<file path="src/rtl/cpu_ctrl_pkg.sv">
// cpu_ctrl_pkg -- shared definitions for the CPU control sequencer.
//   phase_t        : sub-phase encoding within one step (P0..P3)
//   STEP_COUNT_DEF : default number of steps per instruction cycle
//   fetch_ctl_t    : bundle of the eight fetch-cycle control lines
//   fetch_decode() : maps (step 1..3 active, enable window, set strobe)
//                    onto the fetch control lines
package cpu_ctrl_pkg;

  typedef enum logic [1:0] {
    P0 = 2'd0,
    P1 = 2'd1,
    P2 = 2'd2,
    P3 = 2'd3
  } phase_t;

  localparam int STEP_COUNT_DEF = 7;
  localparam int STEP_COUNT_MIN = 4;
  localparam int STEP_COUNT_MAX = 8;

  typedef struct packed {
    logic iar_e;
    logic bus1;
    logic mar_s;
    logic acc_s;
    logic ram_e;
    logic ir_s;
    logic acc_e;
    logic iar_s;
  } fetch_ctl_t;

  // Step 1: IAR onto bus, bus1 forces +1 at the ALU, latch MAR and ACC.
  // Step 2: RAM onto bus, latch IR.
  // Step 3: ACC onto bus, latch IAR.
  // Steps 4+ are decoded outside this block, so they produce nothing here.
  function automatic fetch_ctl_t fetch_decode(input logic s1, input logic s2,
                                              input logic s3, input logic en,
                                              input logic set);
    fetch_ctl_t f;
    f       = '0;
    f.iar_e = s1 & en;
    f.bus1  = s1 & en;
    f.mar_s = s1 & set;
    f.acc_s = s1 & set;
    f.ram_e = s2 & en;
    f.ir_s  = s2 & set;
    f.acc_e = s3 & en;
    f.iar_s = s3 & set;
    return f;
  endfunction

endpackage

</file>
<file path="src/rtl/clk_phase_gen.sv">
// clk_phase_gen -- four-phase generator for one sequencer step.
// Ports:
//   clk, rst_n : clock, asynchronous active-low reset
//   stall      : hold the current phase (only ever raised while parked in P0)
//   phase      : registered current phase P0..P3
//   clk_e      : registered enable window, high in P1..P3
//   clk_s      : registered set strobe, high in P2
//   adv        : step-advance pulse, high during P3
//   e_nxt      : value clk_e takes after the next edge
//   s_nxt      : value clk_s takes after the next edge
// e_nxt/s_nxt let the parent register its decoded controls in the same
// edge as clk_e/clk_s, keeping every output glitch-free and aligned.
module clk_phase_gen
  import cpu_ctrl_pkg::*;
(
  input  logic       clk,
  input  logic       rst_n,
  input  logic       stall,
  output logic [1:0] phase,
  output logic       clk_e,
  output logic       clk_s,
  output logic       adv,
  output logic       e_nxt,
  output logic       s_nxt
);

  phase_t ph_q, ph_d;

  always_ff @(posedge clk or negedge rst_n) begin
    if (!rst_n) begin
      ph_q  <= P0;
      clk_e <= 1'b0;
      clk_s <= 1'b0;
    end else begin
      ph_q  <= ph_d;
      clk_e <= e_nxt;
      clk_s <= s_nxt;
    end
  end

  always_comb begin
    ph_d = ph_q;
    if (!stall) begin
      case (ph_q)
        P0:      ph_d = P1;
        P1:      ph_d = P2;
        P2:      ph_d = P3;
        P3:      ph_d = P0;
        default: ph_d = P0;
      endcase
    end
  end

  assign e_nxt = (ph_d != P0);
  assign s_nxt = (ph_d == P2);
  assign adv   = (ph_q == P3);
  assign phase = ph_q;

endmodule

</file>
<file path="src/rtl/stepper_ctrl.sv">
// stepper_ctrl -- instruction-cycle stepper: one-hot step ring, four
// phases per step, early termination and registered fetch decode.
// Parameter:
//   STEP_COUNT : steps per instruction cycle, legal range 4..8
// Ports:
//   clk, reset_n        : clock, asynchronous active-low reset
//   end_step            : sampled in P3; restarts at step 1
//   halt                : (STEPPER_HALT_EN) sampled in P3; parks in P0 of
//                         the next step while held high
//   step                : one-hot current step, bit 0 = step 1
//   phase               : current phase P0..P3
//   clk_e / clk_s       : enable window (P1..P3) / set strobe (P2)
//   iar_e bus1 mar_s acc_s : step-1 fetch controls
//   ram_e ir_s          : step-2 fetch controls
//   acc_e iar_s         : step-3 fetch controls
//   halted              : (STEPPER_HALT_EN) high while parked
// Build option: define STEPPER_HALT_EN to add the halt/halted ports.
module stepper_ctrl
  import cpu_ctrl_pkg::*;
#(
  parameter int STEP_COUNT = STEP_COUNT_DEF
) (
  input  logic                  clk,
  input  logic                  reset_n,
  input  logic                  end_step,
`ifdef STEPPER_HALT_EN
  input  logic                  halt,
  output logic                  halted,
`endif
  output logic [STEP_COUNT-1:0] step,
  output logic [1:0]            phase,
  output logic                  clk_e,
  output logic                  clk_s,
  output logic                  iar_e,
  output logic                  bus1,
  output logic                  mar_s,
  output logic                  acc_s,
  output logic                  ram_e,
  output logic                  ir_s,
  output logic                  acc_e,
  output logic                  iar_s
);

  localparam logic [STEP_COUNT-1:0] STEP1 = {{(STEP_COUNT-1){1'b0}}, 1'b1};

  logic [STEP_COUNT-1:0] step_q, step_d;
  logic                  adv, e_nxt, s_nxt, stall;
  fetch_ctl_t            fetch_q, fetch_d;

  // ---------------------------------------------------------------------
  // Park logic. Entering the park happens on the P3 -> P0 edge (the step
  // ring still advances), and the park persists as long as halt stays
  // high. The phase generator is only stalled once parked, so the first
  // low cycle of halt releases into P1 on the following edge.
  // ---------------------------------------------------------------------
`ifdef STEPPER_HALT_EN
  logic halted_q, halted_d;

  assign halted_d = halt & (adv | halted_q);
  assign stall    = halted_q & halt;

  always_ff @(posedge clk or negedge reset_n) begin
    if (!reset_n) halted_q <= 1'b0;
    else          halted_q <= halted_d;
  end

  assign halted = halted_q;
`else
  assign stall = 1'b0;
`endif

  clk_phase_gen u_phase (
    .clk   (clk),
    .rst_n (reset_n),
    .stall (stall),
    .phase (phase),
    .clk_e (clk_e),
    .clk_s (clk_s),
    .adv   (adv),
    .e_nxt (e_nxt),
    .s_nxt (s_nxt)
  );

  // ---------------------------------------------------------------------
  // Step ring: moves only on the P3 -> P0 edge. end_step overrides the
  // rotation; outside P3 it has no effect.
  // ---------------------------------------------------------------------
  always_comb begin
    step_d = step_q;
    if (adv) begin
      if (end_step) step_d = STEP1;
      else          step_d = {step_q[STEP_COUNT-2:0], step_q[STEP_COUNT-1]};
    end
  end

  always_ff @(posedge clk or negedge reset_n) begin
    if (!reset_n) step_q <= STEP1;
    else          step_q <= step_d;
  end

  assign step = step_q;

  // ---------------------------------------------------------------------
  // Fetch decode from next-state values, then registered, so the controls
  // line up with clk_e/clk_s and never glitch.
  // ---------------------------------------------------------------------
  always_comb begin
    fetch_d = fetch_decode(step_d[0], step_d[1], step_d[2], e_nxt, s_nxt);
  end

  always_ff @(posedge clk or negedge reset_n) begin
    if (!reset_n) fetch_q <= '0;
    else          fetch_q <= fetch_d;
  end

  assign iar_e = fetch_q.iar_e;
  assign bus1  = fetch_q.bus1;
  assign mar_s = fetch_q.mar_s;
  assign acc_s = fetch_q.acc_s;
  assign ram_e = fetch_q.ram_e;
  assign ir_s  = fetch_q.ir_s;
  assign acc_e = fetch_q.acc_e;
  assign iar_s = fetch_q.iar_s;

endmodule
</file>
<file path="config.mk">
export PLATFORM = sky130hd
export DESIGN_NAME = stepper_ctrl
export DESIGN_NICKNAME = d
export VERILOG_FILES = /design/src/rtl/cpu_ctrl_pkg.sv /design/src/rtl/clk_phase_gen.sv /design/src/rtl/stepper_ctrl.sv
export SDC_FILE = /design/constraint.sdc
export NUM_CORES = 1
export LEC_CHECK = 0
export ABC_AREA = 1
export BUFFER_PORTS_ARGS = -buffer_cell sky130_fd_sc_hd__buf_2
export CAP_MARGIN = 10
export CORE_MARGIN = 5
export CORE_UTILIZATION = 50
export DETAILED_ROUTE_END_ITERATION = 8
export GPL_ROUTABILITY_DRIVEN = 0
export PLACE_DENSITY = 0.78
export SYNTH_ARGS = -nofsm -noshare
export SYNTH_HDL_FRONTEND = slang
export SYNTH_HIERARCHICAL = 1
export SYNTH_SLANG_ARGS = --single-unit
</file>
<file path="constraint.sdc">
create_clock -name clk -period 3.3 [get_ports clk]
set_input_delay 0.33 -clock clk [delete_from_list [all_inputs] [get_ports clk]]
set_output_delay 0.33 -clock clk [all_outputs]
set_load 0.01 [all_outputs]
</file>
==> run metrics, run 1 <==
status=completed; dominant cells by area after synthesis=dfrtp_1, inv_1, nand2_1, ha_1, dfstp_2; Logic pwr share=0.436; row cnt=13; antenna violations before repair=0; # IOs=22; final max-slew violation count=0; Congestion Overflow GR=0; type of the worst setup path=flop to flop; total wire length=between 1000 and 1500 um; drt wl/cell=about 11 um; leakage=~0.5 nW; DR vias/cell=between 4 and 5; DIE AREA=0.002243 sq mm; largest net degree at the start of global routing=18; CTS hold repair buffers=1; CTS resizes=0; P_sw=0.3105 mW; first-pass GRT wire length=roughly 1900 um; Pint=between 0.4 and 0.5 mW; hpwl dp=942.8 um; DRT iter0 DRCs=7; DRC Markers=0; GRT Util Overall=0.1288; top-area cell type share of the netlist area=0.5735; Die W=47.37 um; CTS root buf=clkbuf_4; Setup TNS=0 ns; clk_skew=approximately 0.0048 ns; Synth-to-Final Area Change=20.43%; CP Max Fanout=4; slowest stage cell, crit path=dfrtp_1; Top cell by count, worst path=inv_1; minimum clock period=between 1 and 1.5 ns; number of diodes=0; area of the mapped netlist=approximately 700 sq um; Final Instance Area=approximately 840 sq um; CP bufs+invs=3; crit end category=flop; post-route antenna net violation count=0; initial core utilization=0.5299; critical-path cell list=inv_1 > ha_1 > inv_1 > nand2_2 > nand2_2 > a21oi_2 > inv_1 > a21oi_1; total core area=between 0.001 and 0.0015 sq mm; Pwr Density=roughly 920 mW/mm^2; total iterations of the first detailed-routing run=2; startpoint types=flop; clock buffer depth=2; Post-DP Area=803.3 sq um; CTS tree=done; register bit total from synthesis=17; number of H-tree levels=1; sw frac=0.4035; clock sinks=17; layout cells sized above 1=0.3263; Distinct cells, synth=17; Hold Path Class=input port to flop; Worst-path clk slew=~0.1 ns; Worst EP arrival=1.54 ns; Worst-Skew Late Latency=about 0.29 ns; # Post-CTS Setup Buffers=0; via count=509; endpoints failing setup=0; slowest stage delay, CP=roughly 0.40 ns; Clock Power Share=0.140; Max VDD drop=0.0004180 V; cell taking the most area after synthesis=dfrtp_1; DIE HEIGHT=approximately 47 um; nets=about 100; RSZ-0062 raised after global routing=no; Syn Area/Cell=about 10 sq um; f_max=753.0 MHz; Syn Inst Count=70; sequential area share after synthesis=0.6111; Layout Utilization=0.6382; Max-cap violations=0; sequential share of power=0.424; vias in the first global route=about 490; Top Family by Delay on Critical Path=flip-flops; YS warnings=6; I/O Buffers=21; CTS buffer count=3; Period Utilization, post-route=0.4024; worst path required time=approximately 3.5 ns; final hold vios=0; R2R setup slack=1.97 ns
==> routing by layer <==
metal  part of all wire  vias to the layer above  GRT usage
met5                  0                        -          0
met4              0.018                        0    0.08287
met3              0.077                        4    0.03448
met2               0.47                       15     0.2005
met1               0.44                      236     0.1559
li1                   -                      254          -
==> layout make-up <==
cell class / instances / area [sq um]
fillers: 110 / 476.7
flip-flops and latches: 17 / 426.7
multi-input cells: 38 / 200.2
repair buffers: 22 / 115.1
inverters: 14 / 52.55
clock buffers: 3 / 22.52
well taps: 15 / 18.77
clock inverters: 1 / 5.005
==> stage by stage <==
step / hold WS (ns) / cells / power [mW] / worst slack (ns)
floorplan: 0.03441 / 72 / 0.5651 / 2.068
global placement: 0.2598 / 105 / 0.6588 / 2.020
detailed placement: 0.2712 / 105 / 0.6703 / 1.961
CTS: 0.3649 / 110 / 0.7813 / 1.939
global route: 0.4137 / 110 / 0.8389 / 1.812
finish: 0.3724 / 110 / 0.7694 / 1.972
==> cells in the mapped netlist <==
| library cell | instances |
|---|---|
| dfrtp_1 | 16 |
| dfstp_2 | 1 |
| buf_6 | 1 |
| nand2_1 | 12 |
| nand2_2 | 3 |
| or2_1 | 1 |
| inv_2 | 1 |
| a21oi_2 | 1 |
| ha_1 | 3 |
| buf_4 | 2 |
| nor2_1 | 4 |
| conb_1 | 1 |
| nand3_1 | 3 |
| a21oi_1 | 4 |
| inv_1 | 13 |
| o22ai_1 | 2 |
| o21ai_0 | 2 |
==> placed cells by master, fill, tap and decap left out, drive strengths merged <==
master | netlist | layout
or2 | 1 | 1
conb | 1 | 3
clkinv | 0 | 1
clkbuf | 0 | 3
inv | 14 | 14
dlygate4sd3 | 0 | 1
nor2 | 4 | 4
o21ai | 2 | 2
dfrtp | 16 | 16
nand2 | 15 | 15
a21oi | 5 | 5
dfstp | 1 | 1
ha | 3 | 3
nand3 | 3 | 3
o22ai | 2 | 2
buf | 3 | 21
==> kinds of logic after synthesis <==
logic type	after synthesis	synth area share
AO/OA/AOI/OAI	9	0.07348
flip-flops	17	0.6111
adder cells (fa/ha/maj)	3	0.05377
AND/OR/NAND/NOR	23	0.1434
buffers and inverters	17	0.1129
other	1	0.005371
==> worst paths after layout <==
check | cells past startpoint | end | from
setup / recovery | 8 | iar_s$_DFF_PN0_ | u_phase/phase[1]$_DFF_PN0_
hold / removal | 5 | flop | end_step
setup reg to reg | 8 | iar_s$_DFF_PN0_ | u_phase/phase[1]$_DFF_PN0_
hold reg to reg | 2 | step[6]$_DFFE_PN0P_ | step[6]$_DFFE_PN0P_
max in group asynchronous | 2 | async pin | reset_n
min in group asynchronous | 2 | iar_s$_DFF_PN0_ | reset_n
==> worst register-to-register path, stage by stage, from the launching register on <==
cell	delay [ns]
dfrtp_1	0.40
inv_1	0.08
ha_1	0.28
inv_1	0.04
nand2_2	0.06
nand2_2	0.06
a21oi_2	0.12
inv_1	0.08
a21oi_1	0.14
==> power groups by stage <==
| stage | clock network (mW) | logic (mW) | registers (mW) |
|---|---|---|---|
| after CTS | 0.112 | 0.342 | 0.327 |
| after global routing | 0.119 | 0.384 | 0.336 |
| final | 0.108 | 0.336 | 0.326 |
| after global placement | 0 | 0.330 | 0.329 |
| after floorplan | 0 | 0.195 | 0.370 |
| after detailed placement | 0 | 0.341 | 0.330 |
(Power assumes the default switching activity.)
==> run 2: changes to the inputs <==
--- a/config.mk
+++ b/config.mk
@@ -9,10 +9,10 @@
 export BUFFER_PORTS_ARGS = -buffer_cell sky130_fd_sc_hd__buf_2
 export CAP_MARGIN = 10
 export CORE_MARGIN = 5
-export CORE_UTILIZATION = 50
+export CORE_UTILIZATION = 47
 export DETAILED_ROUTE_END_ITERATION = 8
 export GPL_ROUTABILITY_DRIVEN = 0
-export PLACE_DENSITY = 0.78
+export PLACE_DENSITY = 0.74
 export SYNTH_ARGS = -nofsm -noshare
 export SYNTH_HDL_FRONTEND = slang
 export SYNTH_HIERARCHICAL = 1
==> constraint.sdc (replaced) <==
create_clock -name clk -period 1.4 [get_ports clk]
set_input_delay 0.14 -clock clk [delete_from_list [all_inputs] [get_ports clk]]
set_output_delay 0.14 -clock clk [all_outputs]
set_load 0.01 [all_outputs]
==> run 2 against run 1 <==
Clock power grew 140%. First-iteration DRC count shrank 57%. Cell count grew 1.8%. Wire length grew 2.9%. Non-clock buffer count grew 1. Global-route usage shrank 1.5 points. Worst setup slack lost 1.9 ns. Sequential power grew 140%. Critical endpoint unchanged. Largest cell class unchanged. Highest routed layer unchanged.
==> run metrics, run 2 (synthesis results as in run 1) <==
status=completed; Worst-path clk slew=0.09 ns (about the same); DIE HEIGHT=48.54 um (+2.5%); Die W=48.54 um (+2.5%); sequential share of power=0.414 (-0.010); Worst EP arrival=1.52 ns (-0.02 ns); largest net degree at the start of global routing=18 (unchanged); slowest stage cell, crit path=dfrtp_1; slowest stage delay, CP=0.43 ns (+0.03 ns); RSZ-0062 raised after global routing=no; Post-Layout Cell Count=112 (+1.8%); Congestion Overflow GR=0 (unchanged); Inst Count DP=106 (+0.95%); total power=1.874 mW (+140%); drt wl/cell=11.13 um (+1.1%); startpoint types=flop; clk_skew=0.001359 ns (-0.003481 ns); CP bufs+invs=3 (unchanged); storage element area=426.7 sq um (unchanged); area taken by multi-input logic gates=211.5 sq um (+5.6%); post-route antenna net violation count=0 (unchanged); Synth-to-Final Area Change=23.12%; minimum clock period=1.294 ns (-0.03415 ns); number of diodes=0 (unchanged); CTS buffer count=3 (unchanged); # IOs=22 (unchanged); Layout Utilization=0.5912 (-0.04695); Worst-Skew Late Latency=0.28 ns (about the same); sw frac=0.4055 (+0.001981); Pwr Density=2181 mW/mm^2 (+140%); commonest non-fill, non-tap cells in the layout=buf_2, dfrtp_1, nand2_1; total iterations of the first detailed-routing run=4 (+2); Period Utilization, post-route=0.9241 (+0.5217); leakage=0.4853 nW (-0.62%); DIE AREA=0.002356 sq mm (+5.0%); number of H-tree levels=1 (unchanged); Setup TNS=0 ns (unchanged); Max-cap violations=0 (unchanged); antenna violations before repair=0 (unchanged); vias in the first global route=507 (+3.3%); nets=103 (+0.98%); Pint=1.114 mW (+140%); row cnt=14 (+1); total core area=0.001454 sq mm (+10%); total wire length=1247 um (+2.9%); I/O Buffers=21 (unchanged); CTS root buf=clkbuf_4; hpwl dp=958.8 um (+1.7%); CTS tree=done; critical-path cell list=inv_2 > ha_1 > inv_1 > nand2_2 > nand2_2 > a21oi_2 > inv_2 > a21oi_2; Top Family by Delay on Critical Path=flip-flops; final max-slew violation count=0 (unchanged); endpoints failing setup=0 (unchanged); DR vias/cell=4.545 (-1.8%); via count=509 (unchanged); Fillers=139 (+26%); GRT Util Overall=0.1134 (-0.01544); f_max=772.9 MHz (+2.6%); type of the worst setup path=flop to flop; Logic pwr share=0.450 (+0.014); DRT iter0 DRCs=3 (-4); first-pass GRT wire length=2159 um (+11%); Max VDD drop=0.0009748 V (+130%); Hold Path Class=input port to flop; crit end category=flop; layout cells sized above 1=0.3958 (+0.06952); Clock Power Share=0.136 (-0.004); P_sw=0.7601 mW (+140%); clock buffer depth=2 (unchanged); leading cell type in the layout, fill and taps excluded=buf_2; initial core utilization=0.4802 (-0.04971); DRC Markers=0 (unchanged); final hold vios=0 (unchanged); clock sinks=17 (unchanged); worst path required time=1.62 ns (-1.89 ns); CP Max Fanout=4 (unchanged)
[run 2: cell types whose count changed in the layout (fill, tap and decap cells not counted), sizes merged]
cell	change
clkbuf	+1
buf	+1
clkinv	-1
[run 2: routing by layer]
metal  global-route usage  part of all wire  wire [um]
met1               0.1373              0.42        525
met3              0.03067             0.083        103
met2               0.1783              0.46        572
met4              0.06726             0.036         45
met5                    0                 0          0
[run 2: power by group through the flow]
stage                     clock network [mW]  registers, mW  logic, mW
after floorplan                            0          0.871      0.461
after global placement                     0          0.775      0.776
after detailed placement                   0          0.783      0.795
after CTS                              0.259          0.773      0.803
after global routing                   0.276          0.807      0.942
final                                  0.255          0.777      0.843
[run 2: path summary, 6_finish.rpt]
check | to | slack (ns) | start | cells after the start
worst max-delay path | iar_s$_DFF_PN0_ | 0.11 | u_phase/phase[1]$_DFF_PN0_ | 8
worst max register to register | iar_s$_DFF_PN0_ | 0.11 | u_phase/phase[1]$_DFF_PN0_ | 8
min in group asynchronous | step[4]$_DFFE_PN0P_ | 0.29 | reset_n | 2
max in group asynchronous | async pin | 0.80 | reset_n | 2
worst min register to register | step[6]$_DFFE_PN0P_ | 0.52 | step[6]$_DFFE_PN0P_ | 2
worst min-delay path | flop | 0.18 | end_step | 5
[run 2: what timing repair did]
action,CTS,global route
buffers inserted,0,1
endpoints found under the hold margin,16,0
gates resized for setup,0,7
setup endpoints to repair,0,6
hold buffers,1,0
[run 2: final cells by class]
| class | count | area share |
|---|---|---|
| timing repair buffer | 23 | 0.1426 |
| tap | 16 | 0.02329 |
| sequential | 17 | 0.4964 |
| multi-input combinational | 38 | 0.2460 |
| clock buffer | 4 | 0.03057 |
| inverter | 14 | 0.06114 |
[run 2: metrics by stage]
stage / area, sq um / hold slack [ns] / setup slack (ns)
2_1_floorplan: 705.7 / -0.1556 / 0.1682
3_3_place_gp: 804.5 / 0.07168 / 0.1156
3_5_place_dp: 804.5 / 0.07411 / 0.07920
4_1_cts: 840.8 / 0.1803 / 0.04145
5_1_grt: 859.6 / 0.2076 / 0.009336
6_report: 859.6 / 0.1770 / 0.1062
[run 2: worst min-delay path, stage by stage]
cell,delay [ns]
buf_2,0.09
nor2_1,0.04
nand2_1,0.06
nand2_2,0.06
inv_1,0.05
